$ cat src/rtl/button_pkg.sv
// ---------------------------------------------------------------------------
// button_pkg
// Shared definitions for the button conditioner:
//   - btn_state_t   : per-channel FSM encoding (IDLE, PRESSED, HELD)
//   - DEF_*         : default parameter values used by the top level
//   - cnt_width()   : width needed for a counter that must hold 0..max_value
// ---------------------------------------------------------------------------
package button_pkg;

  typedef enum logic [1:0] {
    ST_IDLE    = 2'd0,
    ST_PRESSED = 2'd1,
    ST_HELD    = 2'd2
  } btn_state_t;

  localparam int DEF_N               = 4;
  localparam int DEF_SYNC_STAGES     = 2;
  localparam int DEF_DEBOUNCE_CYCLES = 16;
  localparam int DEF_HOLD_CYCLES     = 1000;
  localparam int DEF_REPEAT_CYCLES   = 250;

  // $clog2(max_value + 1), never narrower than one bit.
  function automatic int cnt_width(input int max_value);
    int w;
    w = $clog2(max_value + 1);
    return (w < 1) ? 1 : w;
  endfunction

endpackage

$ cat src/rtl/button_channel.sv
// ---------------------------------------------------------------------------
// button_channel
// One button channel: synchroniser, debounce counter, press/hold FSM and
// optional auto-repeat generator. All outputs are registered.
//
// Optional feature macro: BUTTON_REPEAT_EN
//   defined   -> auto_repeat pulses on long press, then every REPEAT_CYCLES
//   undefined -> auto_repeat is constant 0 and no repeat counter exists
//
// Ports:
//   clk          in   system clock
//   reset        in   asynchronous, active-high reset
//   btn          in   raw asynchronous button level (1 = pressed)
//   level        out  debounced button level
//   press        out  1-cycle pulse on accepted 0->1
//   released     out  1-cycle pulse on accepted 1->0
//   long_press   out  1-cycle pulse HOLD_CYCLES after the press pulse
//   auto_repeat  out  auto-repeat pulse train while held
// ---------------------------------------------------------------------------
module button_channel
  import button_pkg::*;
#(
  parameter int SYNC_STAGES     = DEF_SYNC_STAGES,
  parameter int DEBOUNCE_CYCLES = DEF_DEBOUNCE_CYCLES,
  parameter int HOLD_CYCLES     = DEF_HOLD_CYCLES,
  parameter int REPEAT_CYCLES   = DEF_REPEAT_CYCLES
) (
  input  logic clk,
  input  logic reset,
  input  logic btn,
  output logic level,
  output logic press,
  output logic released,
  output logic long_press,
  output logic auto_repeat
);

  localparam int DB_W   = cnt_width(DEBOUNCE_CYCLES);
  localparam int HOLD_W = cnt_width(HOLD_CYCLES);

  logic [SYNC_STAGES-1:0] sync_q;
  logic                   s;
  logic [DB_W-1:0]        db_cnt;
  logic [HOLD_W-1:0]      hold_cnt;
  btn_state_t             state;
  logic                   accept;
  logic                   rise;
  logic                   fall;

  // NOTE: sequential state uses non-blocking assignments so every flop
  // samples the pre-edge values, giving a true shift register here.
  always_ff @(posedge clk or posedge reset) begin
    if (reset) sync_q <= '0;
    else       sync_q <= {sync_q[SYNC_STAGES-2:0], btn};
  end

  assign s = sync_q[SYNC_STAGES-1];

  // A change is accepted on the cycle that would bring the count of
  // consecutive differing samples up to DEBOUNCE_CYCLES.
  assign accept = (s != level) && (db_cnt == DB_W'(DEBOUNCE_CYCLES - 1));
  assign rise   = accept &&  s;
  assign fall   = accept && !s;

`ifdef BUTTON_REPEAT_EN
  localparam int REP_W = cnt_width(REPEAT_CYCLES);
  logic [REP_W-1:0] rep_cnt;
`endif

  always_ff @(posedge clk or posedge reset) begin
    if (reset) begin
      level      <= 1'b0;
      press      <= 1'b0;
      released   <= 1'b0;
      long_press <= 1'b0;
      db_cnt     <= '0;
      hold_cnt   <= '0;
      state      <= ST_IDLE;
`ifdef BUTTON_REPEAT_EN
      auto_repeat <= 1'b0;
      rep_cnt     <= '0;
`endif
    end else begin
      press      <= 1'b0;
      released   <= 1'b0;
      long_press <= 1'b0;
`ifdef BUTTON_REPEAT_EN
      auto_repeat <= 1'b0;
`endif

      // Debounce: any cycle agreeing with level restarts the count.
      if (s == level) begin
        db_cnt <= '0;
      end else if (accept) begin
        level    <= s;
        db_cnt   <= '0;
        press    <= s;
        released <= !s;
      end else begin
        db_cnt <= db_cnt + 1'b1;
      end

      // An accepted fall overrides anything the FSM would do this cycle,
      // so no long_press or repeat can coincide with the release pulse.
      if (fall) begin
        state    <= ST_IDLE;
        hold_cnt <= '0;
`ifdef BUTTON_REPEAT_EN
        rep_cnt  <= '0;
`endif
      end else begin
        case (state)
          ST_IDLE: begin
            if (rise) begin
              state    <= ST_PRESSED;
              hold_cnt <= '0;
            end
          end
          ST_PRESSED: begin
            if (hold_cnt == HOLD_W'(HOLD_CYCLES - 1)) begin
              long_press <= 1'b1;
              state      <= ST_HELD;
              hold_cnt   <= HOLD_W'(HOLD_CYCLES);  // saturate
`ifdef BUTTON_REPEAT_EN
              auto_repeat <= 1'b1;
              rep_cnt     <= '0;
`endif
            end else begin
              hold_cnt <= hold_cnt + 1'b1;
            end
          end
          ST_HELD: begin
`ifdef BUTTON_REPEAT_EN
            if (rep_cnt == REP_W'(REPEAT_CYCLES - 1)) begin
              auto_repeat <= 1'b1;
              rep_cnt     <= '0;
            end else begin
              rep_cnt <= rep_cnt + 1'b1;
            end
`endif
          end
          default: state <= ST_IDLE;
        endcase
      end
    end
  end

`ifndef BUTTON_REPEAT_EN
  assign auto_repeat = 1'b0;
`endif

endmodule

$ cat src/rtl/button_conditioner.sv
// ---------------------------------------------------------------------------
// button_conditioner
// N independent button channels, each synchronised, debounced and turned
// into press / release / long-press / auto-repeat pulses.
//
// Optional feature macro: BUTTON_REPEAT_EN (auto-repeat; otherwise the
// auto_repeat outputs are constant 0).
//
// Ports:
//   clk          in   system clock
//   reset        in   asynchronous, active-high reset
//   btn          in   [N] raw asynchronous button levels (1 = pressed)
//   level        out  [N] debounced levels
//   press        out  [N] 1-cycle pulse on accepted 0->1
//   released     out  [N] 1-cycle pulse on accepted 1->0
//   long_press   out  [N] 1-cycle pulse when held HOLD_CYCLES
//   auto_repeat  out  [N] auto-repeat pulses
// ---------------------------------------------------------------------------
module button_conditioner
  import button_pkg::*;
#(
  parameter int N               = DEF_N,
  parameter int SYNC_STAGES     = DEF_SYNC_STAGES,
  parameter int DEBOUNCE_CYCLES = DEF_DEBOUNCE_CYCLES,
  parameter int HOLD_CYCLES     = DEF_HOLD_CYCLES,
  parameter int REPEAT_CYCLES   = DEF_REPEAT_CYCLES
) (
  input  logic         clk,
  input  logic         reset,
  input  logic [N-1:0] btn,
  output logic [N-1:0] level,
  output logic [N-1:0] press,
  output logic [N-1:0] released,
  output logic [N-1:0] long_press,
  output logic [N-1:0] auto_repeat
);

  for (genvar i = 0; i < N; i++) begin : g_ch
    button_channel #(
      .SYNC_STAGES    (SYNC_STAGES),
      .DEBOUNCE_CYCLES(DEBOUNCE_CYCLES),
      .HOLD_CYCLES    (HOLD_CYCLES),
      .REPEAT_CYCLES  (REPEAT_CYCLES)
    ) u_ch (
      .clk        (clk),
      .reset      (reset),
      .btn        (btn[i]),
      .level      (level[i]),
      .press      (press[i]),
      .released   (released[i]),
      .long_press (long_press[i]),
      .auto_repeat(auto_repeat[i])
    );
  end

endmodule

$ cat config.mk
export PLATFORM = sky130hd
export DESIGN_NAME = button_conditioner
export DESIGN_NICKNAME = d
export VERILOG_FILES = /design/src/rtl/button_pkg.sv /design/src/rtl/button_channel.sv /design/src/rtl/button_conditioner.sv
export SDC_FILE = /design/constraint.sdc
export NUM_CORES = 1
export LEC_CHECK = 0
export CORE_MARGIN = 10
export CORE_UTILIZATION = 45
export DETAILED_ROUTE_END_ITERATION = 7
export DONT_BUFFER_PORTS = 1
export PLACE_DENSITY_LB_ADDON = 0.15
export SYNTH_ARGS = -nofsm -noshare
export SYNTH_HDL_FRONTEND = slang
export SYNTH_SLANG_ARGS = --single-unit
$ cat constraint.sdc
create_clock -name clk -period 7.7 [get_ports clk]
set_input_delay 1.54 -clock clk [delete_from_list [all_inputs] [get_ports clk]]
set_output_delay 1.54 -clock clk [all_outputs]
set_load 0.005 [all_outputs]
==> impl_results.md, run 1 <==
- Status: finished, final reports clean
- Row Count: 36
- Static Leak: 2.18 nW
- Unique masters post-synth: 61
- Vias per cell: ~5.6
- Mapped cell area: 4520 um2
- Avg Cell Area, Syn: 10.3 um2
- Post-CTS setup buffer count: 0
- Required @ worst endpoint: about 6000 ps
- # resized after CTS: 0
- Max Clk Rate: 414 MHz
- Initial DRC count: 278
- IO Count: 26
- Commonest non-fill, non-tap cell in the layout: dfrtp_1
- CP Max Fanout: 7
- YS warnings: 0
- Critical path type: reg2out
- Final GP Congestion: 0.803
- Starting Density: 0.462
- Finish-stage setup viols: 0
- CTS Hold Bufs: 0
- Die extent in y: about 120 um
- Worst min path class: reg2reg
- Post-synthesis register bit count: 92
- Slew headroom: 0.419
- CTS clk-pin slew, worst paths: roughly 100 ps
- DP HPWL: 5520 um
- Worst R2R Setup Slack: 5650 ps
- Max-slew violations: 0
- Critical Path Source Type: flip-flop
- EDFF count, synth: 0
- Worst slew pin tran: 871 ps
- Total grt overflow: 0
- Unrepaired setup endpoints after global routing: no
- CTS tree: done
- Via count: 3134
- First drt pass iteration count: 4
- Post-synthesis sequential area ratio: 0.510
- Final worst path period need: 2410 ps
- Initial antenna violation count: 0
- Routed length per instance: about 15 um
- CP Data Arrival Time: 870 ps
- # DRC: 0
- Fin Setup TNS: 0 ps
- Fin crit share: 0.313
- CP Capture Type: primary output
- Share of cells above drive strength 1: 0.0843
- Met3 WL: 387 um
- Clock Latency Late Sink: 380 ps
- Die area: approximately 14000 um2
- Area Growth Syn to Fin: 4.10%
- Input/output buffers: 0
- Tot Pwr: 0.855 mW
- First-pass GRT wire length: about 15000 um
- Ant diodes: 0
- Cells after Synth: 437
- Top FF cell, synth: dfrtp_1
- Num CTS Buffers: 9
- CTS H-tree lvls: 3
- Max Cap Violations: 0
- Highest routed layer: met4
- Pwr dens: approximately 180 nW/um2
- Core Box Area: about 9800 um2
- Vias in the first global route: a little over 3k
- Root Buffer: clkbuf_8
- CTS sink cnt: 92
- Fin nets: 436
- VDD IR max: 0.102 mV
- Die span in x: 120 um
- Leading cell types in the layout, fill and taps excluded: 92 x dfrtp_1, 33 x nand2_1, 28 x nor2_1
- Clock Tree Buf Depth: 2
- Final ANT Viol Nets: 0
- WL final: around 8300 um
- Core Util, Final: 0.481
- Async SR Flop Fraction: 1.00
- Hold Violations, Final: 0
- Clk_skew: 7.02 ps
- Largest net degree at the start of global routing: 73
- Met2 WL: 3880 um
- Total GRT Usage: 0.122
- Met1 WL: 3940 um
-- registers in the layout, summed over array words and instances, names as in the netlist --
signal and count:
g_ch.u_ch.released 4, g_ch.u_ch.long_press 4, g_ch.u_ch.level 4, g_ch.u_ch.sync_q 8, g_ch.u_ch.hold_cnt 40, g_ch.u_ch.db_cnt 20, g_ch.u_ch.state 8, g_ch.u_ch.press 4
-- power breakdown --
group          switching, mW  internal (mW)  total (mW)  leakage [nW]
clock                  0.184          0.151       0.335        0.0841
combinational         0.0164        0.00683      0.0233         0.837
sequential           0.00626          0.490       0.497          1.26
total                  0.207          0.648       0.855          2.18
-- cell usage after synthesis (all sizes together) (10+ instances only) --
cell type  instances  area share
a21oi             15       0.018
a22o              10       0.019
and3              10       0.014
buf               26       0.041
dfrtp             92        0.51
inv               12       0.010
nand2             34       0.029
nand2b            13       0.018
nand3             20       0.023
nor2              29       0.025
nor3              12       0.013
o21ai             16       0.019
or3               10       0.014
-- kinds of logic (layout without fill, tap and decap cells) --
| family | after synthesis | in the layout | share of synthesized area |
|---|---|---|---|
| AO/OA/AOI/OAI | 105 | 105 | 0.171 |
| XOR/XNOR | 13 | 13 | 0.0252 |
| adder cells (fa/ha/maj) | 8 | 8 | 0.0222 |
| buffers and inverters | 42 | 29 | 0.0548 |
| flip-flops | 92 | 92 | 0.510 |
| multiplexers | 3 | 3 | 0.00693 |
| other | 1 | 4 | 0.000830 |
| AND/OR/NAND/NOR | 173 | 173 | 0.209 |
-- worst paths after layout --
kind                                              from  cells after the start                       end
worst min-delay path            g_ch[2].u_ch.sync_q[0]                      0    g_ch[2].u_ch.sync_q[1]
worst max register to register  g_ch[3].u_ch.db_cnt[0]                      5  g_ch[3].u_ch.hold_cnt[3]
worst min register to register  g_ch[2].u_ch.sync_q[0]                      0    g_ch[2].u_ch.sync_q[1]
worst max-delay path                g_ch[2].u_ch.level                      0                  level[2]
min in group asynchronous                        reset                      1   g_ch[0].u_ch.long_press
max in group asynchronous                        reset                      2  g_ch[1].u_ch.hold_cnt[6]
-- through the flow --
step,instance area [um2],hold slack (ps),std cells,worst slack (ps)
floorplan,4530,331,440,3770
global placement,4500,334,544,5070
detailed placement,4500,342,544,5050
CTS,4700,362,560,5260
global route,4700,383,560,5230
finish,4700,357,560,5290
-- final cells by class --
| type | count | area, um2 |
|---|---|---|
| clock buffer | 9 | 124 |
| clock inverter | 7 | 76.3 |
| fill | 914 | 5070 |
| inverter | 12 | 47.5 |
| multi-input combinational | 306 | 1980 |
| sequential | 92 | 2300 |
| tap | 133 | 166 |
| timing repair buffer | 1 | 7.51 |
-- per-layer routing --
metal | track usage | vias to the layer above
li1 | - | 1543
met1 | 0.151 | 1533
met2 | 0.201 | 47
met3 | 0.0368 | 11
met4 | 0.0415 | 0
met5 | 0 | -
No activity file was read; power rests on OpenSTA's default activity.
==> run 2: changes to the inputs <==
==> constraint.sdc (replaced) <==
create_clock -name clk -period 2 [get_ports clk]
set_input_delay 0.4 -clock clk [delete_from_list [all_inputs] [get_ports clk]]
set_output_delay 0.4 -clock clk [all_outputs]
set_load 0.005 [all_outputs]
==> impl_results.md, run 2 (synthesis results as in run 1) <==
- Clock Latency Late Sink: 360 ps (-20 ps)
- Final worst path period need: 1770 ps
- Max Cap Violations: 0 (unchanged)
- Slew headroom: 0.583 (+0.164)
- Post-CTS setup buffer count: 0 (unchanged)
- Buf/Inv on CP: 0
- Leading cell types in the layout, fill and taps excluded: 92 x dfrtp_1, 33 x nand2_1, 28 x nor2_1
- CP Data Arrival Time: 2080 ps (+1210 ps)
- Initial DRC count: 238 (-14%)
- Clk_skew: 9.35 ps (+2.34 ps)
- Core Box Area: 9770 um2 (unchanged)
- Die extent in y: 120 um (unchanged)
- CP Capture Type: flip-flop
- CTS H-tree lvls: 3 (unchanged)
- Pre-CTS setup slack: 231 ps (-4820 ps)
- WL final: 8270 um (-0.48%)
- End point of the critical path: g_ch[0].u_ch.hold_cnt[0]
- Largest stage delay, worst path: 500 ps
- Largest net degree at the start of global routing: 58 (-21%)
- Fin Setup TNS: 0 ps (unchanged)
- Crit path depth: 5 (+5)
- Total GRT Usage: 0.121 (-0.00138)
- Tot Pwr: 3.51 mW (+310%)
- FF-to-FF Start: g_ch[0].u_ch.db_cnt[0]
- Initial antenna violation count: 0 (unchanged)
- Num CTS Buffers: 9 (unchanged)
- Worst slew pin tran: 625 ps (-247 ps)
- Crit-path cells: ha_1 -> and4b_4 -> a21oi_1 -> a21o_1 -> mux2_2
- Largest reg by FF count: g_ch.u_ch.hold_cnt
- Max-slew violations: 0 (unchanged)
- Hold_ws: 55.4 ps (-302 ps)
- Pwr dens: 723 nW/um2 (+300%)
- Critical path type: reg2reg
- Core Util, Final: 0.496 (+0.0154)
- CTS tree: done
- Root Buffer: clkbuf_8
- FILL cells: 902 (-1.3%)
- Final worst slack: 229 ps (-5060 ps)
- First-pass GRT wire length: 14600 um (-1.9%)
- IO Count: 26 (unchanged)
- Final GP Congestion: 0.792 (-1.4%)
- Clock Tree Buf Depth: 2 (unchanged)
- VDD IR max: 0.391 mV (+280%)
- Worst setup path start: g_ch[0].u_ch.db_cnt[0]
- Row Count: 36 (unchanged)
- Static Leak: 2.27 nW (+4.1%)
- Hold Violations, Final: 0 (unchanged)
- CTS clk-pin slew, worst paths: 90 ps (about the same)
- Finish-stage setup viols: 0 (unchanged)
- Via count: 3154 (+0.64%)
- Commonest non-fill, non-tap cell in the layout: dfrtp_1
- Unrepaired setup endpoints after global routing: no
- Worst R2R Setup Slack: 230 ps (-5420 ps)
- DP HPWL: 5660 um (+2.5%)
- Hold_sp: btn[2]
- Die area: 14400 um2 (unchanged)
- Fin nets: 447 (+2.5%)
- Max Clk Rate: approximately 560 MHz
- # DRC: 0 (unchanged)
- Ant diodes: 0 (unchanged)
- Max reg flops: 40 (unchanged)
- Worst path top cell family by delay: compound AO/OA/AOI/OAI gates
- Worst min path class: in2reg
- Routed length per instance: 14.5 um (-2.2%)
- Crit-path slowest cell: a21oi_1
- Area Growth Syn to Fin: 7.42%
- Reg2reg end: g_ch[0].u_ch.hold_cnt[0]
- Input/output buffers: 0 (unchanged)
- First drt pass iteration count: 4 (unchanged)
- Largest registers: g_ch.u_ch.hold_cnt x40, g_ch.u_ch.db_cnt x20
- Vias per cell: 5.53 (-1.1%)
- Total grt overflow: 0 (unchanged)
- CTS sink cnt: 92 (unchanged)
- Die span in x: 120 um (unchanged)
- CP Max Fanout: 8 (+1)
- Required @ worst endpoint: 2310 ps (-3850 ps)
- Starting Density: 0.462 (unchanged)
- Fin crit share: 0.886
- Share of cells above drive strength 1: 0.101 (+0.0164)
- CTS Hold Bufs: 1 (+1)
- Final ANT Viol Nets: 0 (unchanged)
- Vias in the first global route: 3086 (-0.87%)
- Status: finished, final reports clean
- # resized after CTS: 0 (unchanged)
- Hold depth: 0 (unchanged)
- R2R cell count: 5 (unchanged)
- Critical Path Source Type: flip-flop
run 2: cell types whose count changed in the layout (fill, tap and decap cells not counted), sizes merged:
cell	delta
inv	-2
buf	+10
clkbuf	+2
clkinvlp	-3
bufinv	+2
dlygate4sd3	+1
run 2: report_power, final:
| part | switching (mW) | internal [mW] | total (mW) | leakage (nW) |
|---|---|---|---|---|
| logic | 0.0645 | 0.0354 | 0.0998 | 0.895 |
| registers | 0.0244 | 1.89 | 1.91 | 1.26 |
| clock network | 0.638 | 0.858 | 1.50 | 0.116 |
| total | 0.727 | 2.78 | 3.51 | 2.27 |
run 2: worst min path at each step:
stage / to / slack, ps
2_1_floorplan: g_ch[0].u_ch.sync_q[1] / 330
3_3_place_gp: g_ch[1].u_ch.sync_q[1] / 330
3_5_place_dp: g_ch[1].u_ch.sync_q[1] / 340
4_1_cts: g_ch[2].u_ch.sync_q[0] / 30
5_1_grt: g_ch[1].u_ch.sync_q[0] / 20
6_report: g_ch[2].u_ch.sync_q[0] / 60
run 2: per-layer routing:
metal / share of wire / track usage / vias to the layer above
met5: 0 / 0 / -
met4: 0.012 / 0.0407 / 0
met3: 0.037 / 0.0396 / 8
met2: 0.48 / 0.197 / 36
met1: 0.48 / 0.149 / 1551
li1: - / - / 1559
run 2: layout make-up:
cell class                 count  area, um2  share of cell area
clock buffer                  11        141              0.0291
clock inverter                 4       97.6              0.0201
inverter                      12       48.8              0.0101
multi-input combinational    306       1980               0.408
sequential                    92       2300               0.474
tap                          133        166              0.0343
timing repair buffer          12        118              0.0242
run 2: stage by stage:
step                cell area [um2]  instances
global placement               4600        554
detailed placement             4600        554
global route                   4850        570
CTS                            4850        570
finish                         4850        570
floorplan                      4530        440
run 2: worst register-to-register path, cell delays in order (launching register included):
cell and delay [ps]:
dfrtp_1 410, ha_1 240, and4b_4 220, a21oi_1 500
a21o_1 200, mux2_2 160
==> run 3: changes to the inputs <==
--- a/config.mk
+++ b/config.mk
@@ -9,6 +9,8 @@
 export CORE_UTILIZATION = 45
 export DETAILED_ROUTE_END_ITERATION = 7
 export DONT_BUFFER_PORTS = 1
+export GPL_ROUTABILITY_DRIVEN = 0
+export GPL_TIMING_DRIVEN = 0
 export PLACE_DENSITY_LB_ADDON = 0.15
 export SYNTH_ARGS = -nofsm -noshare
 export SYNTH_HDL_FRONTEND = slang
==> impl_results.md, run 3 (synthesis results as in run 1) <==
- Root Buffer: clkbuf_8
- Largest registers: g_ch.u_ch.hold_cnt x40, g_ch.u_ch.db_cnt x20
- Num CTS Buffers: 9 (unchanged)
- Clock Latency Late Sink: 370 ps (about the same)
- Critical path type: reg2reg
- Total grt overflow: 0 (unchanged)
- Max-slew violations: 0 (unchanged)
- Die span in x: 120 um (unchanged)
- Critical Path Source Type: flip-flop
- Starting Density: 0.462 (unchanged)
- Met1 WL: 3780 um (-4.1%)
- Required @ worst endpoint: 2260 ps (-50 ps)
- Worst slew pin tran: 651 ps (+26.6 ps)
- CP Max Fanout: 9 (+1)
- Area Growth Syn to Fin: 9.83%
- IO Count: 26 (unchanged)
- Leading cell types in the layout, fill and taps excluded: 92 x dfrtp_1, 33 x nand2_1, 28 x nor2_1
- First-pass GRT wire length: 15100 um (+3.3%)
- Initial DRC count: 220 (-7.6%)
- Row Count: 36 (unchanged)
- Max Clk Rate: 542 MHz (-4.0%)
- Die area: 14400 um2 (unchanged)
- Fin area: 4960 um2 (+2.2%)
- Pwr dens: 660 nW/um2 (-8.8%)
- Via count: 3261 (+3.4%)
- Largest net degree at the start of global routing: 42 (-28%)
- Max Cap Violations: 0 (unchanged)
- CTS sink cnt: 92 (unchanged)
- Largest reg by FF count: g_ch.u_ch.hold_cnt
- Ant diodes: 0 (unchanged)
- Placed cell areas: 4740 um2 (+2.9%)
- Worst min path class: in2reg
- Clock Tree Buf Depth: 2 (unchanged)
- Finish-stage setup viols: 0 (unchanged)
- Initial antenna violation count: 0 (unchanged)
- Max reg flops: 40 (unchanged)
- CP Data Arrival Time: 2100 ps (+20 ps)
- Hold EP: g_ch[1].u_ch.sync_q[0]
- Fin crit share: 0.922 (+0.0368)
- CP Capture Type: flip-flop
- Input/output buffers: 0 (unchanged)
- CTS clk-pin slew, worst paths: 100 ps (about the same)
- Final worst path period need: 1840 ps (+73.5 ps)
- Slew headroom: 0.566 (-0.0177)
- Reg2reg end: g_ch[2].u_ch.hold_cnt[5]
- Worst R2R Setup Slack: 160 ps (-70 ps)
- Unrepaired setup endpoints after global routing: no
- Hold depth: 0 (unchanged)
- Routed length per instance: 14.0 um (-3.4%)
- R2R cell count: 5 (unchanged)
- Vias per cell: 5.52 (-0.28%)
- Core Box Area: 9770 um2 (unchanged)
- CTS H-tree lvls: 3 (unchanged)
- Hold Violations, Final: 0 (unchanged)
- WL final: 8280 um (+0.12%)
- Met2 WL: 4070 um (+3.7%)
- Hold_sp: btn[1]
- FF-to-FF Start: g_ch[2].u_ch.db_cnt[0]
- Status: finished, final reports clean
- Met3 WL: 307 um (-0.32%)
- Die extent in y: 120 um (unchanged)
- Clk_skew: 13.1 ps (+3.73 ps)
- Vias in the first global route: 3294 (+6.7%)
- VDD IR max: 0.426 mV (+8.8%)
- # DRC: 0 (unchanged)
- DP HPWL: 5760 um (+1.7%)
- CTS tree: done
- Commonest non-fill, non-tap cell in the layout: dfrtp_1
- Final ANT Viol Nets: 0 (unchanged)
- Fin Setup TNS: 0 ps (unchanged)
- Total GRT Usage: 0.123 (+0.00214)
- First drt pass iteration count: 4 (unchanged)
- Fin nets: 468 (+4.7%)
- Static Leak: 2.34 nW (+3.3%)
- Highest routed layer: met4
- Share of cells above drive strength 1: 0.142 (+0.0412)
run 3: cell types whose count changed in the layout (fill, tap and decap cells not counted), moves of 2 or more:
cell / before / now
buf_2: 0 / 5
buf_4: 9 / 20
bufinv_16: 3 / 1
clkbuf_1: 1 / 3
inv_6: 0 / 2
run 3: area by class of cell:
| type | count | area [um2] |
|---|---|---|
| fill | 893 | 4810 |
| sequential | 92 | 2300 |
| multi-input combinational | 306 | 2000 |
| buffer | 30 | 203 |
| tap | 133 | 166 |
| clock buffer | 9 | 124 |
| clock inverter | 6 | 71.3 |
| timing repair buffer | 3 | 50.0 |
| inverter | 12 | 48.8 |
run 3: report_power, final:
part           internal (mW)  switching (mW)
sequential              1.89          0.0242
clock                  0.581           0.676
combinational         0.0388          0.0652
run 3: metrics by stage:
stage | setup slack (ps) | power (mW) | hold slack, ps | std cells | utilization
final | 155 | 3.27 | 48.9 | 591 | 0.508
after global routing | 10.6 | 3.43 | 16.6 | 591 | 0.508
after CTS | 81.0 | 3.34 | 24.9 | 591 | 0.506
after detailed placement | 93.3 | 2.05 | 264 | 575 | 0.485
after global placement | -0.321 | 2.04 | 334 | 573 | 0.481
after floorplan | 342 | 2.02 | 331 | 440 | -
run 3: worst max-delay path by stage:
stage | from | endpoint | slack (ps)
after floorplan | g_ch[0].u_ch.db_cnt[0] | g_ch[0].u_ch.hold_cnt[3] | 340
after global placement | reset | g_ch[2].u_ch.state[1] | -0.3
after detailed placement | g_ch[1].u_ch.hold_cnt[0] | g_ch[1].u_ch.hold_cnt[4] | 90
after CTS | g_ch[1].u_ch.hold_cnt[0] | g_ch[1].u_ch.hold_cnt[4] | 80
after global routing | g_ch[2].u_ch.db_cnt[0] | g_ch[2].u_ch.hold_cnt[5] | 10
final | g_ch[2].u_ch.db_cnt[0] | g_ch[2].u_ch.hold_cnt[5] | 160
run 3: what timing repair did:
item / CTS / global route
buffers inserted: 0 / 0
hold buffers: 1 / 0
resized for setup: 0 / 3
hold endpoints to repair: 12 / 0
endpoints found under the setup margin: 0 / 2
run 3: worst max-delay path, cell delays in order, from the launching register on:
cell and delay [ps]:
dfrtp_1 380, ha_1 250, nand4b_2 220, nor2_2 380, nor2_1 190, a211o_1 310
run 3: metal layers:
layer	up-vias	GRT usage
met5	-	0
met4	0	0.0483
met3	11	0.0358
met2	38	0.204
met1	1596	0.149
li1	1616	-
